--- config.mk ---
export PLATFORM = sky130hd
export DESIGN_NAME = generador_frec_sel_flat
export DESIGN_NICKNAME = d
export VERILOG_FILES = /design/src/rtl/generador_frec_sel_if.sv /design/src/rtl/generador_frec_sel.sv /design/src/flat_wrapper.sv
export SDC_FILE = /design/constraint.sdc
export NUM_CORES = 1
export LEC_CHECK = 0
export CAP_MARGIN = 10
export CORE_MARGIN = 8
export CORE_UTILIZATION = 50
export DETAILED_ROUTE_END_ITERATION = 10
export PLACE_DENSITY_LB_ADDON = 0.2
export REMOVE_ABC_BUFFERS = 1
export SLEW_MARGIN = 0
export SYNTH_ARGS = -nofsm -noshare
export SYNTH_HDL_FRONTEND = slang
export SYNTH_SLANG_ARGS = --single-unit
--- constraint.sdc ---
create_clock -name clk_nx -period 2.7 [get_ports clk_nx]
set_input_delay 0.675 -clock clk_nx [delete_from_list [all_inputs] [get_ports clk_nx]]
set_output_delay 0.675 -clock clk_nx [all_outputs]
set_load 0.005 [all_outputs]
--- src/rtl/generador_frec_sel_if.sv ---
// Control/status bundle for generador_frec_sel.
// GEN_PULSO_EN adds the pulso strobe to the bundle.
interface generador_frec_sel_if;
  logic       enable;
  logic [2:0] frec_num;
  logic       frec_out;
  logic [2:0] sel_activa;
`ifdef GEN_PULSO_EN
  logic       pulso;

  modport master (output enable, frec_num, input frec_out, sel_activa, pulso);
  modport slave  (input enable, frec_num, output frec_out, sel_activa, pulso);
`else
  modport master (output enable, frec_num, input frec_out, sel_activa);
  modport slave  (input enable, frec_num, output frec_out, sel_activa);
`endif
endinterface

--- src/rtl/generador_frec_sel.sv ---
// Square-wave divider with eight binary-spaced frequencies; selection reloads only at period end.
// Optional GEN_PULSO_EN: one-cycle pulso strobe after each rising edge of frec_out.
module generador_frec_sel #(
  parameter int BASE_HALF = 16,
  parameter int CNT_W     = 12
) (
  input  logic                 clk_nx,
  input  logic                 rst,
  generador_frec_sel_if.slave  bus
);

  if (BASE_HALF == 0 || (longint'(BASE_HALF) * 128) > (longint'(1) << CNT_W)) begin : g_cfg_err
    $error("generador_frec_sel: BASE_HALF must be nonzero and BASE_HALF<<7 must fit 2**CNT_W");
  end

  typedef enum logic {BAJO = 1'b0, ALTO = 1'b1} fase_t;

  fase_t            fase, fase_nx;
  logic [CNT_W-1:0] cnt, cnt_nx;
  logic [2:0]       sel, sel_nx;
  logic [CNT_W-1:0] half, fin;

  // When half(0) equals 2**CNT_W it wraps to 0, and fin becomes all-ones: still correct.
  assign half = CNT_W'(BASE_HALF) << (3'd7 - sel);
  assign fin  = half - 1'b1;

`ifdef GEN_PULSO_EN
  logic pulso, pulso_nx;
`endif

  always_ff @(posedge clk_nx or posedge rst) begin
    if (rst) begin
      fase <= BAJO;
      cnt  <= '0;
      sel  <= '0;
`ifdef GEN_PULSO_EN
      pulso <= 1'b0;
`endif
    end else begin
      fase <= fase_nx;
      cnt  <= cnt_nx;
      sel  <= sel_nx;
`ifdef GEN_PULSO_EN
      pulso <= pulso_nx;
`endif
    end
  end

  always_comb begin
    fase_nx = fase;
    cnt_nx  = cnt;
    sel_nx  = sel;
`ifdef GEN_PULSO_EN
    pulso_nx = 1'b0;
`endif
    if (bus.enable) begin
      if (cnt == fin) begin
        cnt_nx = '0;
        case (fase)
          ALTO: begin
            fase_nx = BAJO;
            sel_nx  = bus.frec_num;  // full period done: take whatever is requested now
          end
          default: begin
            fase_nx = ALTO;
`ifdef GEN_PULSO_EN
            pulso_nx = 1'b1;
`endif
          end
        endcase
      end else begin
        cnt_nx = cnt + 1'b1;
      end
    end
  end

  assign bus.frec_out   = fase;
  assign bus.sel_activa = sel;
`ifdef GEN_PULSO_EN
  assign bus.pulso      = pulso;
`endif

endmodule
--- src/flat_wrapper.sv ---
// flat-port wrapper written by rule: the top's interface ports become plain ports
module generador_frec_sel_flat 
#(
  parameter int BASE_HALF = 16,
  parameter int CNT_W     = 12
)
  (clk_nx, rst, bus_enable, bus_frec_num, bus_frec_out, bus_sel_activa);
  generador_frec_sel_if bus_i ();
  input  logic clk_nx;
  input  logic rst;
  input wire logic [$bits(bus_i.enable)-1:0] bus_enable;
  input wire logic [$bits(bus_i.frec_num)-1:0] bus_frec_num;
  output wire logic [$bits(bus_i.frec_out)-1:0] bus_frec_out;
  output wire logic [$bits(bus_i.sel_activa)-1:0] bus_sel_activa;
  assign bus_i.enable = bus_enable;
  assign bus_i.frec_num = bus_frec_num;
  assign bus_frec_out = bus_i.frec_out;
  assign bus_sel_activa = bus_i.sel_activa;
  generador_frec_sel #(.BASE_HALF(BASE_HALF), .CNT_W(CNT_W)) u_core (.clk_nx(clk_nx), .rst(rst), .bus(bus_i));
endmodule
# Word level (Yosys, flattened, before mapping)

Index checks and enable logic that the tools add are counted.
W data, S select, Z words.

Register bits after elaboration: 16
Logic and storage cells: 12
Output and inout port bits: 4

$add $sub $neg: 3
Eq/ne operators: 1
Reduce and logical (&&, ||, !) cells: 2
Multiplexer cells: 2
Shift-type cells: 1

Operators by type and width:

| kind                    | count |
|---|---|
| $add A12 B1 Y12 const B | 1 |
| $eq A12 B12 Y1          | 1 |
| $mux W12                | 1 |
| $shl A5 B3 Y12 const A  | 1 |
| $sub A12 B1 Y12 const B | 1 |
| $reduce_and A3 Y1       | 1 |
| $sub A3 B3 Y3 const A   | 1 |
| $reduce_and A2 Y1       | 1 |
| $mux W1                 | 1 |

# Logic depth before layout (Yosys ltp)

Word-level depth: 5
Mapped depth: 7
Mapped depth without buffers: 6

# Worst setup path before layout

Ideal clock, no wire load.

Path kind: input port to flip-flop
Start: in bus_enable
End: reg u_core.sel[0], in the netlist u_core.bus.sel_activa[0]
Slack: 0.624 ns
Stages: 5
Data arrival time: 1.952 ns
Setup time: 0.125 ns
Cell sequence: nand4_2 -> or4_1 -> a311oi_2 -> nand4b_1 -> mux2_2

Cells in the longest elaborated chain, start to end: 1

Ends and longest elaborated chain:

| element                     | RTL line                 | text |
|---|---|---|
| from (decl)                 | flat_wrapper.sv:11       | `input wire logic [$bits(bus_i.enable)-1:0] bus_enable;` |
| $reduce_and A3 Y1 (no line) | --                       |  |
| to (signal assigned)        | generador_frec_sel.sv:42 | `sel <= sel_nx;` |
| to (decl)                   | generador_frec_sel.sv:20 | `logic [2:0] sel, sel_nx;` |

No other way between the ends.
A chain may end at the register's enable or synchronous reset.

# Worst setup path in the final report

Same ends and word-level chain as after synthesis.

==> flow_summary.ini <==
[setup_path]
arrival_ns = 2.58
end_kind = register
cp_top_family = simple AND/OR/NAND/NOR gates
cp-start-kind = input port
cp_slowest_cell = or4_1
max_stage_delay_ns = 0.53
crit_chain = clkdlybuf4s50_1, nand4_2, or4_1, a311oi_2, nand4b_1, mux2_2
path_buf_inv = 1
path_max_fanout = 3
required_ns = 2.88
worstSetupPathType = input port to register

[global_routing]
grt_pass1_vias = 590
track_usage_pct = 10.1
grt_pass1_wl_um = 2660
antenna_found_initial = 0
grt_start_max_net_pins = 17
grt_overflow = 0

[sta]
fmax_mhz = 417
relSlewSlack_pct = 58.9
fin_worst_skew_ns = 0.00121
fin_crit_sh_pct = 88.8
holdWs_ns = 0.498
report.final.slew_viol_count = 0
setup_violations = 0
rsz0062_at_grt = false
hold_violations = 0
tns_ns = 0
fin_crit_ns = 2.40
tightestPinTransition_ns = 0.615

[cts]
root_buffer = clkbuf_4
numCtsBuffers = 3
cts_tree = built
hold_buffers = 0
clockBufferDepth = 2
cts_setup_buffers = 0
clk_latency_ns = 0.29
cts.repair.resized = 0
clock-sinks = 16
htree_num_levels = 1
path_clk_slew_ns = 0.09

[floorplan]
ios = 10
initial_core_util_pct = 51.4
die_h_um = 57.2
core_sq_mm = 0.00165
rows = 15
die_area_sq_mm = 0.00327
die_x_um = 57.2

[synth]
synth_top_area_cell = dfrtp_1
synth_edf_count = 0
postSynthAreaPerCell_sq_um = 10.1
ys_ff_latch = 16
synthTopCellsByArea = dfrtp_1 (47%), xor2_1 (10%), nor2_1 (5.8%)
synth_ff_type = dfrtp_1
ys_seq_area_share_pct = 47.2
synthCells = 84
synthArstFlopShare_pct = 100
ys_types = 28
ys_warn_count = 0
synth_top_area_share_pct = 47.2
synth_area_sq_um = 848

[outcome]
status = completed

[hold_path]
hold_path_class = register to register

[layout]
fin_nets = 106
area_delta_synth_final_pct = 19.3
post-route-util_pct = 61.3
antenna_cells = 0
drive_gt1_share_pct = 13.3

[routing]
first_pass_iters = 4
dr_wl_met3_um = 44
postRouteAntennaNets = 0
met2_length_um = 809
vias = 636
drcViolationCount = 0
wl_um = 1600
top_layer_used = met4
drt-met1-wl_um = 720
drt_iter0_drc = 8
via_per_inst = 5.53
wl_per_cell_um = 13.9

[placed_design]
io_buffers = 9
dp_hpwl_um = 1240
place_congestion = 0.750

[power]
power_frac_comb_pct = 23.0
leakagePower_nw = 0.477
seq_power_share_pct = 52.9
power_switching_w = 0.000206
power_frac_clock_pct = 24.0
p_sw_share_pct = 31.4
power.internal_w = 0.000449
peakVddDrop_uv = 413
power_density_mw_per_mm2 = 647

[run]
max_cap_violations = 0
[placed cells by master (no fill, tap or decap), drive strengths merged]
master,synthesis,routed
and2,1,1
o21ai,4,4
inv,3,3
nor4,1,1
and4,1,1
dfrtp,16,16
nor3b,1,1
nor3,2,2
nand3,2,2
clkbuf,1,4
nor2,13,13
nand4,4,4
a21o,1,1
a21oi,1,1
mux2i,1,1
xor2,10,10
mux2,3,3
clkdlybuf4s50,0,9
nor2b,1,1
nand2,5,5
nand4b,1,1
and3b,1,1
or4,1,1
xnor2,5,5
buf,2,4
a311oi,1,1
ha,1,1
nor4b,1,1
[synth_stat cells (2+ instances only)]
cell     number
dfrtp_1      16
xor2_1       10
nand2_1       5
nor3_1        2
nand3_1       2
o21ai_0       4
nor2_1       13
xnor2_1       5
mux2_2        3
buf_2         2
inv_1         3
nand4_1       3
[power by group through the flow]
stage          Sequential (W)  Combinational (W)  Clock, W
3_5_place_dp         0.000352           0.000152         0
6_report             0.000347           0.000151  0.000157
3_3_place_gp         0.000348           0.000145         0
2_1_floorplan        0.000338           0.000118         0
5_1_grt              0.000353           0.000171  0.000173
4_1_cts              0.000347           0.000153  0.000163
[worst register-to-register path, delay by kind of cell (launching register included)]
family | cells | cell delay (ns)
compound gates | 1 | 0.23
mux | 1 | 0.33
flops | 1 | 0.40
fa+ha+maj | 1 | 0.19
simple gates | 3 | 0.88
[kinds of logic (layout without fill, tap and decap cells)]
logic type,Yosys count,in the layout,share of synthesized area [%]
simple gates,35,35,22.1
compound gates,7,7,5.60
fa+ha+maj,1,1,1.47
flops,16,16,47.2
mux,4,4,5.16
xor+xnor,15,15,15.5
buf+inv,6,20,2.95
[stage by stage]
step                total power (W)  cells  cell area (sq um)  setup slack (ns)
finish                     0.000655    115               1010             0.304
global route               0.000697    115               1010             0.253
CTS                        0.000664    115               1010             0.328
detailed placement         0.000504    111                976            0.0109
global placement           0.000494    111                976            0.0640
floorplan                  0.000456     81                835             0.602
[path summary, 6_finish.rpt]
check,from,to,slack (ns),cells past startpoint
worst max-delay path,bus_enable,u_core.bus.sel_activa[0]$_DFFE_PP0P_,0.30,6
worst min-delay path,u_core.bus.frec_out$_DFFE_PP0P_,u_core.bus.frec_out$_DFFE_PP0P_,0.50,1
worst max register to register,u_core.cnt[0]$_DFFE_PP0P_,u_core.bus.sel_activa[0]$_DFFE_PP0P_,0.56,6
worst min register to register,u_core.bus.frec_out$_DFFE_PP0P_,u_core.bus.frec_out$_DFFE_PP0P_,0.50,1
max in group asynchronous,rst,u_core.cnt[6]$_DFFE_PP0P_,1.55,2
min in group asynchronous,rst,u_core.cnt[2]$_DFFE_PP0P_,0.75,2
[sequential cells by signal, summed over array words and instances (netlist names)]
name	cells
u_core.bus.frec_out	1
u_core.bus.sel_activa	3
u_core.cnt	12
[routing by layer]
metal	track usage (%)	vias to the layer above
met2	16.1	9
met4	5.03	0
met1	12.2	306
li1	-	317
met5	0	-
met3	2.88	4
[area by class of cell]
type / count / area (sq um)
fillers: 142 / 639
inverters: 3 / 11.3
flip-flops and latches: 16 / 400
repair buffers: 13 / 120
well taps: 17 / 21.3
clock buffers: 4 / 36.3
multi-input cells: 62 / 423
No activity file was read; power rests on OpenSTA's default activity.
